## config.mk

```make
export PLATFORM = sky130hd
export DESIGN_NAME = mul_unit
export DESIGN_NICKNAME = d
export VERILOG_FILES = /design/src/rtl/mul_unit.sv
export SDC_FILE = /design/constraint.sdc
export NUM_CORES = 2
export LEC_CHECK = 0
export ABC_CLOCK_PERIOD_IN_PS = 7200
export CAP_MARGIN = 30
export CORE_MARGIN = 2
export CORE_UTILIZATION = 30
export DETAILED_ROUTE_END_ITERATION = 10
export PLACE_DENSITY_LB_ADDON = 0.3
export SETUP_SLACK_MARGIN = 0.15
export SLEW_MARGIN = 30
export SYNTH_ARGS = -nofsm -noshare
export SYNTH_HDL_FRONTEND = slang
export SYNTH_SLANG_ARGS = --single-unit
```

## constraint.sdc

```tcl
create_clock -name clk -period 7.2 [get_ports clk]
set_input_delay 1.44 -clock clk [delete_from_list [all_inputs] [get_ports clk]]
set_output_delay 1.44 -clock clk [all_outputs]
set_load 0.02 [all_outputs]
```

## src/rtl/mul_unit.sv

```systemverilog
// mul_unit: valid/ready issue and in-order retire around a 4-stage unsigned 32x32 multiplier.
// Signed ops use operand magnitudes going into the core and a conditional negate coming out.

module mul (
   input  logic        clk,
   input  logic [31:0] s,
   input  logic [31:0] t,
   output logic [63:0] d
);
   logic [31:0] s_q, t_q;
   logic [31:0] pp_ll_q, pp_lh_q, pp_hl_q, pp_hh_q;
   logic [31:0] pp_ll_d, pp_lh_d, pp_hl_d, pp_hh_d;
   logic [63:0] base_q, base_d;
   logic [32:0] mid_q, mid_d;
   logic [63:0] d_q, d_d;

   // 16-bit partial products, then the outer/cross terms, then the final shifted add.
   always_comb begin
      pp_ll_d = 32'(s_q[15:0])  * 32'(t_q[15:0]);
      pp_lh_d = 32'(s_q[15:0])  * 32'(t_q[31:16]);
      pp_hl_d = 32'(s_q[31:16]) * 32'(t_q[15:0]);
      pp_hh_d = 32'(s_q[31:16]) * 32'(t_q[31:16]);
      base_d  = {pp_hh_q, pp_ll_q};
      mid_d   = {1'b0, pp_lh_q} + {1'b0, pp_hl_q};
      d_d     = base_q + {15'd0, mid_q, 16'd0};
   end

   // NOTE: pure datapath registers carry no reset; whatever they hold after reset is
   // ignored because the wrapper's valid bits are cleared, and omitting it saves routing.
   always_ff @(posedge clk) begin
      s_q     <= s;
      t_q     <= t;
      pp_ll_q <= pp_ll_d;
      pp_lh_q <= pp_lh_d;
      pp_hl_q <= pp_hl_d;
      pp_hh_q <= pp_hh_d;
      base_q  <= base_d;
      mid_q   <= mid_d;
      d_q     <= d_d;
   end

   assign d = d_q;
endmodule

module mul_unit #(
   parameter int TAG_W      = 5,
   parameter int FIFO_DEPTH = 8
) (
   input  logic             clk,
   input  logic             rst_n,
   input  logic             req_valid,
   output logic             req_ready,
   input  logic [1:0]       req_op,
   input  logic [31:0]      req_a,
   input  logic [31:0]      req_b,
   input  logic [TAG_W-1:0] req_tag,
   output logic             rsp_valid,
   input  logic             rsp_ready,
   output logic [31:0]      rsp_data,
   output logic [TAG_W-1:0] rsp_tag,
   output logic             busy
);
   localparam int PTR_W  = $clog2(FIFO_DEPTH);
   localparam int CNT_W  = PTR_W + 1;
   localparam int SB_LEN = 5;

   typedef enum logic [1:0] {
      OP_MUL    = 2'b00,
      OP_MULH   = 2'b01,
      OP_MULHSU = 2'b10,
      OP_MULHU  = 2'b11
   } op_e;

   typedef struct packed {
      logic             valid;
      op_e              op;
      logic             neg;
      logic [TAG_W-1:0] tag;
   } sb_t;

   typedef struct packed {
      logic [31:0]      data;
      logic [TAG_W-1:0] tag;
   } rsp_t;

   logic             accept, rsp_fire, retire, fifo_empty;
   logic [CNT_W-1:0] cnt_q, cnt_d;
   logic [31:0]      mag_a_q, mag_a_d, mag_b_q, mag_b_d;
   sb_t              sb_q [SB_LEN];
   sb_t              sb_d [SB_LEN];
   op_e              op_in;
   logic             sign_a, sign_b;
   logic [63:0]      core_d;
   logic [63:0]      prod_signed;
   rsp_t             fifo_wr, fifo_head;
   rsp_t             fifo_q [FIFO_DEPTH];
   // Pointers carry one extra wrap bit so full and empty are distinguishable.
   logic [CNT_W-1:0] wr_ptr_q, wr_ptr_d, rd_ptr_q, rd_ptr_d;

   assign req_ready  = (cnt_q < CNT_W'(FIFO_DEPTH));
   assign accept     = req_valid && req_ready;
   assign fifo_empty = (wr_ptr_q == rd_ptr_q);
   assign rsp_valid  = !fifo_empty;
   assign rsp_fire   = rsp_valid && rsp_ready;
   assign busy       = (cnt_q != '0);
   assign retire     = sb_q[SB_LEN-1].valid;

   assign op_in  = op_e'(req_op);
   assign sign_a = (op_in != OP_MULHU) && req_a[31];
   assign sign_b = ((op_in == OP_MUL) || (op_in == OP_MULH)) && req_b[31];

   // NOTE: every signal written here gets a default first, so no path leaves it
   // unassigned and no latch is inferred.
   always_comb begin
      mag_a_d = mag_a_q;
      mag_b_d = mag_b_q;
      sb_d[0] = sb_q[0];
      sb_d[0].valid = accept;
      if (accept) begin
         mag_a_d     = sign_a ? (32'd0 - req_a) : req_a;
         mag_b_d     = sign_b ? (32'd0 - req_b) : req_b;
         sb_d[0].op  = op_in;
         sb_d[0].neg = sign_a ^ sign_b;
         sb_d[0].tag = req_tag;
      end
      for (int i = 1; i < SB_LEN; i++) begin
         sb_d[i] = sb_q[i-1];
      end
   end

   mul u_core (
      .clk (clk),
      .s   (mag_a_q),
      .t   (mag_b_q),
      .d   (core_d)
   );

   always_comb begin
      prod_signed  = sb_q[SB_LEN-1].neg ? (64'd0 - core_d) : core_d;
      fifo_wr.tag  = sb_q[SB_LEN-1].tag;
      fifo_wr.data = (sb_q[SB_LEN-1].op == OP_MUL) ? prod_signed[31:0] : prod_signed[63:32];
   end

   always_comb begin
      cnt_d    = cnt_q;
      wr_ptr_d = wr_ptr_q;
      rd_ptr_d = rd_ptr_q;
      if (accept && !rsp_fire) begin
         cnt_d = cnt_q + CNT_W'(1);
      end else if (!accept && rsp_fire) begin
         cnt_d = cnt_q - CNT_W'(1);
      end
      if (retire) begin
         wr_ptr_d = wr_ptr_q + CNT_W'(1);
      end
      if (rsp_fire) begin
         rd_ptr_d = rd_ptr_q + CNT_W'(1);
      end
   end

   // NOTE: sequential state uses non-blocking assignments so every flop samples
   // pre-edge values regardless of statement order.
   always_ff @(posedge clk or negedge rst_n) begin
      if (!rst_n) begin
         cnt_q    <= '0;
         mag_a_q  <= '0;
         mag_b_q  <= '0;
         wr_ptr_q <= '0;
         rd_ptr_q <= '0;
         for (int i = 0; i < SB_LEN; i++) begin
            sb_q[i] <= '0;
         end
      end else begin
         cnt_q    <= cnt_d;
         mag_a_q  <= mag_a_d;
         mag_b_q  <= mag_b_d;
         wr_ptr_q <= wr_ptr_d;
         rd_ptr_q <= rd_ptr_d;
         for (int i = 0; i < SB_LEN; i++) begin
            sb_q[i] <= sb_d[i];
         end
      end
   end

   // Credits bound outstanding work to FIFO_DEPTH, so a retire always finds a free slot.
   always_ff @(posedge clk) begin
      if (retire) begin
         fifo_q[wr_ptr_q[PTR_W-1:0]] <= fifo_wr;
      end
   end

   assign fifo_head = fifo_q[rd_ptr_q[PTR_W-1:0]];
   assign rsp_data  = rsp_valid ? fifo_head.data : '0;
   assign rsp_tag   = rsp_valid ? fifo_head.tag  : '0;
endmodule
```

## Yosys cells after proc, flatten, opt, wreduce, memory -nomap -nowiden

Memory sizes are Yosys's and may differ from the RTL's.
Cells that the tools add are included.
Widths: inputs -> output; s select.

- RAM bits: 296
- Latch bits: 0
- Bits in registers: 474
- Memories: 1
- ROM bits: 0

Memories:

| name | words | bits a word | read ports | clocked after memory_dff | wr ports | line | RTL |
|---|---|---|---|---|---|---|---|
| fifo_q | 8 | 37 | 1 | 0 | 1 | 96 | `rsp_t fifo_q [FIFO_DEPTH];` |

- Magnitude comparators: 1
- Bitwise operators: 1
- Reduce and logical (&&, ||, !) cells: 14
- Multiply operators: 4
- Div/mod/pow operators: 0
- Shift operators: 0
- Mux-type cells: 10
- Add/sub/neg operators: 9
- Eq/ne operators: 3

Operators by type and width:

| kind | number |
|---|---|
| $mul 16x16->32 | 4 |
| $mux 32 | 4 |
| $add 64x49->64 | 1 |
| $mux 64 | 1 |
| $sub 1x32->32 const A | 2 |
| $sub 1x64->64 const A | 1 |
| $add 32x32->33 | 1 |
| $add 4x1->4 const B | 3 |
| $mux 4 | 2 |
| $logic_and 1x1->1 | 6 |
| $mux 5 | 1 |
| $eq 4x4->1 | 1 |
| $logic_not 2->1 | 2 |
| $lt 4x4->1 const B | 1 |
| $reduce_bool 4->1 | 1 |
| $sub 4x1->4 const B | 1 |
| $logic_not 1->1 | 3 |
| $eq 2x1->1 const B | 1 |
| $mux 1 | 2 |
| $ne 2x2->1 const B | 1 |
| $reduce_bool 2->1 | 1 |
| $logic_or 1x1->1 | 1 |
| $xor 1x1->1 | 1 |

## Depth between registers and ports, before layout

- Depth in word-level cells: 6
- Mapped depth: 24

## Modules after synthesis

Synthesis repeated with hierarchy kept, for this count alone.

- Cells, all modules: 6,028
- Area total of the unflattened synthesis: 62,637.6 µm²

By module, submodules not included:

| module | area each (µm²) | cells each | instances |
|---|---|---|---|
| mul | 44,104.8 | 4,721 | 1 |
| mul_unit | 18,532.8 | 1,307 | 1 |

## Least setup slack after synthesis

No wires, ideal clock.

- Path type: reg2reg
- From: register u_core.t_q[17]
- To: register u_core.pp_lh_q[30]
- Path buffers: 1
- Clock period less this slack: 6,214 ps
- Stages on the path, launching flop included: 22
- Slack: 986 ps
- Library setup time: 118 ps
- Arrival time: 6,096 ps
- Cells stage by stage: dfxtp_1 -> clkbuf_1 -> nand2_1 -> fa_1 -> fa_1 -> fa_1 -> inv_1 -> fa_1 -> fa_1 -> inv_1 -> fa_1 -> inv_1 -> ha_1 -> and4_1 -> and2_1 -> a211oi_1 -> o21ai_0 -> a221oi_1 -> a21boi_0 -> a21o_1 -> o211a_1 -> xor2_1

- Longest elaborated chain between the ends: 1

Ends and longest elaborated chain:

| item | line | RTL |
|---|---|---|
| from (decl) | 10 | `logic [31:0] s_q, t_q;` |
| from (signal assigned) | 32 | `t_q <= t;` |
| $mul 16x16->32 | 20 | `pp_lh_d = 32'(s_q[15:0]) * 32'(t_q[31:16]);` |
| net u_core.pp_lh_d[30] | 12 | `logic [31:0] pp_ll_d, pp_lh_d, pp_hl_d, pp_hh_d;` |
| to (signal assigned) | 34 | `pp_lh_q <= pp_lh_d;` |
| to (decl) | 11 | `logic [31:0] pp_ll_q, pp_lh_q, pp_hl_q, pp_hh_q;` |

The timed path passes the listed nets, and every way through them passes these cells.
A chain may end at the register's enable or synchronous reset.

## Final worst setup path

- From: register u_core.s_q[13]
- To: register u_core.pp_ll_q[30]

- Longest elaborated chain between the ends: 1

Ends and longest elaborated chain:

| item | line | RTL |
|---|---|---|
| from (decl) | 10 |  |
| from (signal assigned) | 31 | `s_q <= s;` |
| $mul 16x16->32 | 19 | `pp_ll_d = 32'(s_q[15:0]) * 32'(t_q[15:0]);` |
| net u_core.pp_ll_d[30] | 12 |  |
| to (signal assigned) | 33 | `pp_ll_q <= pp_ll_d;` |
| to (decl) | 11 |  |

The timed path passes the listed nets, and every way through them passes these cells.

==> impl_metrics.ini <==
[setup_path]
crit_fanout = 14
critPathLaunchType = flop
startpoint = u_core.s_q[13]
path_cells = buf_4, and2_1, fa_1, inv_1, fa_1, inv_1, fa_1, fa_1, fa_1, inv_1, fa_1, inv_1, ha_1, a21oi_1, nor3b_1, o32a_1, o31ai_1, o41a_1, a21o_1, a21oi_1, xnor2_1
crit_type = flop to flop
cpMostUsedCell = fa_1
slowest_stage = dfxtp_1
max_stage_delay_ps = 850
r2r-start = u_core.s_q[13]
worst_ep_arrival_time_ps = 7430
endpoint_kind = flop
required_ps = 7810
timing.reg2reg.setup_slack_ps = 380

[synthesis]
seq_area_frac_synth_pct = 30.4
syn_nets = 7372
synth_flop_cell = dfxtp_1
ys_types = 66
yosysWarnings = 0
ys_top_cells_by_area = fa_1 25%, edfxtp_1 14%, dfxtp_1 11%, ha_1 9.8%, inv_1 5.7%
synth_top_family_by_area = adder cells
syn_area_per_cell_um2 = 10.4
synth-async-reset-ratio_pct = 15.7
muxShareOfSynthArea_pct = 3.35
synth_area_leader_cell = fa_1
synth_compound_area_share_pct = 6.75
synth.cell_area_um2 = 62400
synth_xor_area_share_pct = 4.46
yosys.area_share.simple_pct = 13.0
synth_adder_area_share_pct = 34.8
synth.top_cell.area_share_pct = 25.0
netlist_instances = 6029
synth_edf_count = 296
ys_seq_elements = 770

[global_routing]
grt_most_used_layer = met2
grt_max_degree = 108
use_met1_pct = 21.3
grt_pass1_wl_um = 255000
grtUsageTotal_pct = 15.5
grtUsageMet3_pct = 2.57
antenna_found_initial = 8
met2_usage_pct = 25.3
grt_pass1_vias = 44200
grt.overflow.total = 0

[floorplanning]
io_pins = 115
start_util_pct = 30.2
dieHeight_um = 460
die_x_um = 460
num_rows = 167
dieArea_um2 = 212000
core_area_um2 = 207000

[clocking]
tritoncts = done
clock_sinks = 770
cts_root_buffer = clkbuf_16
cts_made_buffers = 83
clock_latency_ps = 710
cts_buffer_depth = 3
h-tree-depth = 3
clk_pin_slew_ps = 60

[sta]
hold_viol = 0
rsz0062_at_grt = no
tns_ps = 0
fin_ws_ps = 380
slew_headroom_pct = 35.1
fin_skew_ps = 38.5
setup_viol = 0
tightest_slew_ps = 972
post-route-period-util_pct = 94.7
fmax_ghz = 0.147
drv_slew = 0
whs_ps = 322
period_needed_ps = 6820

[routing]
vias = 41700
wl_per_cell_um = 18.3
drc_errors = 0
dr.pass1.iters = 6
finalWirelength_um = 162000
viasPerCell = 4.70
antenna_left = 0
drtIter0Drc = 2470

[min_path]
min-delay-start = u_core.base_q[4]
hold_path_class = flop to flop

[run]
drv_cap = 0

[finish]
layout.nets = 7438
drive_gt1_share_pct = 6.60
n_fill_cell = 20900
layout_common_cells = 942 x inv_1, 785 x nand2_1, 779 x fa_1
final_common_cell = inv_1
syn2layout_area_growth_pct = 12.2

[placed_design]
io_buffer_count = 114
place_ws_ps = 116
routabilityCongestion = 0.896
dp_hpwl_um = 124000

[outcome]
outcome = finished, final reports clean
==> area by class of cell <==
type	count	area, µm²	area share [%]
diodes	4	10.0	0.0143
inverters	942	3540	5.05
clock inverters	44	505	0.722
multi-input cells	4049	39000	55.7
well taps	2704	3380	4.83
flip-flops and latches	770	19000	27.1
repair buffers	249	2280	3.26
clock buffers	112	2330	3.33
==> flip-flops by register name, summed over array words and instances (netlist names) <==
register / flops
rd_ptr_q: 4
cnt_q: 4
sb_q: 3
u_core.t_q: 32
u_core.pp_ll_q: 32
u_core.pp_hh_q: 32
sb_d: 36
fifo_wr: 5
wr_ptr_q: 4
fifo_q: 296
u_core.pp_lh_q: 32
u_core.pp_hl_q: 32
u_core.base_q: 64
u_core.mid_q: 33
mag_a_q: 32
mag_b_q: 32
u_core.d: 64
u_core.s_q: 32
retire: 1
==> cell families after synthesis <==
family                     Yosys count
DFF                                770
and+or+nand+nor                   1674
buffers and inverters             1210
AOI/OAI and AO/OA                  674
xor gates and xnor gates           318
muxes                              115
adders and majority gates         1268
==> metrics by stage <==
stage,instances,util (%),area [µm²]
finish,8874,33.8,70000
global route,8870,33.8,70000
CTS,8870,33.8,70000
detailed placement,8714,32.5,67200
global placement,8714,32.5,67200
floorplan,6029,-,62400
==> path summary, 6_finish.rpt <==
kind / endpoint / depth (start not counted)
max: u_core.pp_ll_q[30] / 21
min: u_core.d[4] / 0
max reg2reg: u_core.pp_ll_q[30] / 21
min reg2reg: u_core.d[4] / 0
max in group asynchronous: sb_q[5] / 2
min in group asynchronous: mag_b_q[6] / 1
==> critical path, delay by kind of cell (launching register included) <==
| kind | cells | cell delay (ps) |
|---|---|---|
| compound gates | 6 | 1320 |
| xor+xnor | 1 | 140 |
| fa+ha+maj | 7 | 3090 |
| buf+inv | 5 | 670 |
| flops | 1 | 850 |
| simple gates | 2 | 670 |
==> layer usage <==
| layer | up-vias | routed length (µm) |
|---|---|---|
| met2 | 1026 | 74300 |
| met1 | 21100 | 74500 |
| li1 | 19400 | - |
| met4 | 0 | 4300 |
| met3 | 225 | 9050 |
| met5 | - | 0 |
==> synth_stat cells (8+ instances only) <==
cell,count
buf_1,9
mux4_2,75
a21boi_0,13
ha_1,489
xnor2_1,190
and2_1,487
o21bai_1,25
o211ai_1,15
o41ai_1,22
and3_1,9
nand2b_1,28
o21a_1,24
nor3_1,36
dfrtp_1,121
a21o_1,85
nand4_1,18
nor2_1,169
inv_1,942
a31oi_1,12
a21oi_1,189
nand2_1,786
nand3_1,36
or2_2,15
edfxtp_1,296
or4_1,16
xor2_1,128
clkbuf_1,259
nor2b_1,17
fa_1,779
dfxtp_1,353
mux2i_1,38
o31ai_1,26
nor4_1,15
and4_1,8
o21ai_0,189
a211oi_1,20
or3_1,13
==> what timing repair did <==
item,CTS,global route
setup endpoints to repair,1,4
pin swaps,0,0
gates resized for setup,1,10
buffers inserted,0,0
hold buffers,0,0
Power is not shown: default switching activity piles up to over one toggle a cycle in this logic, so the estimate is an artifact.
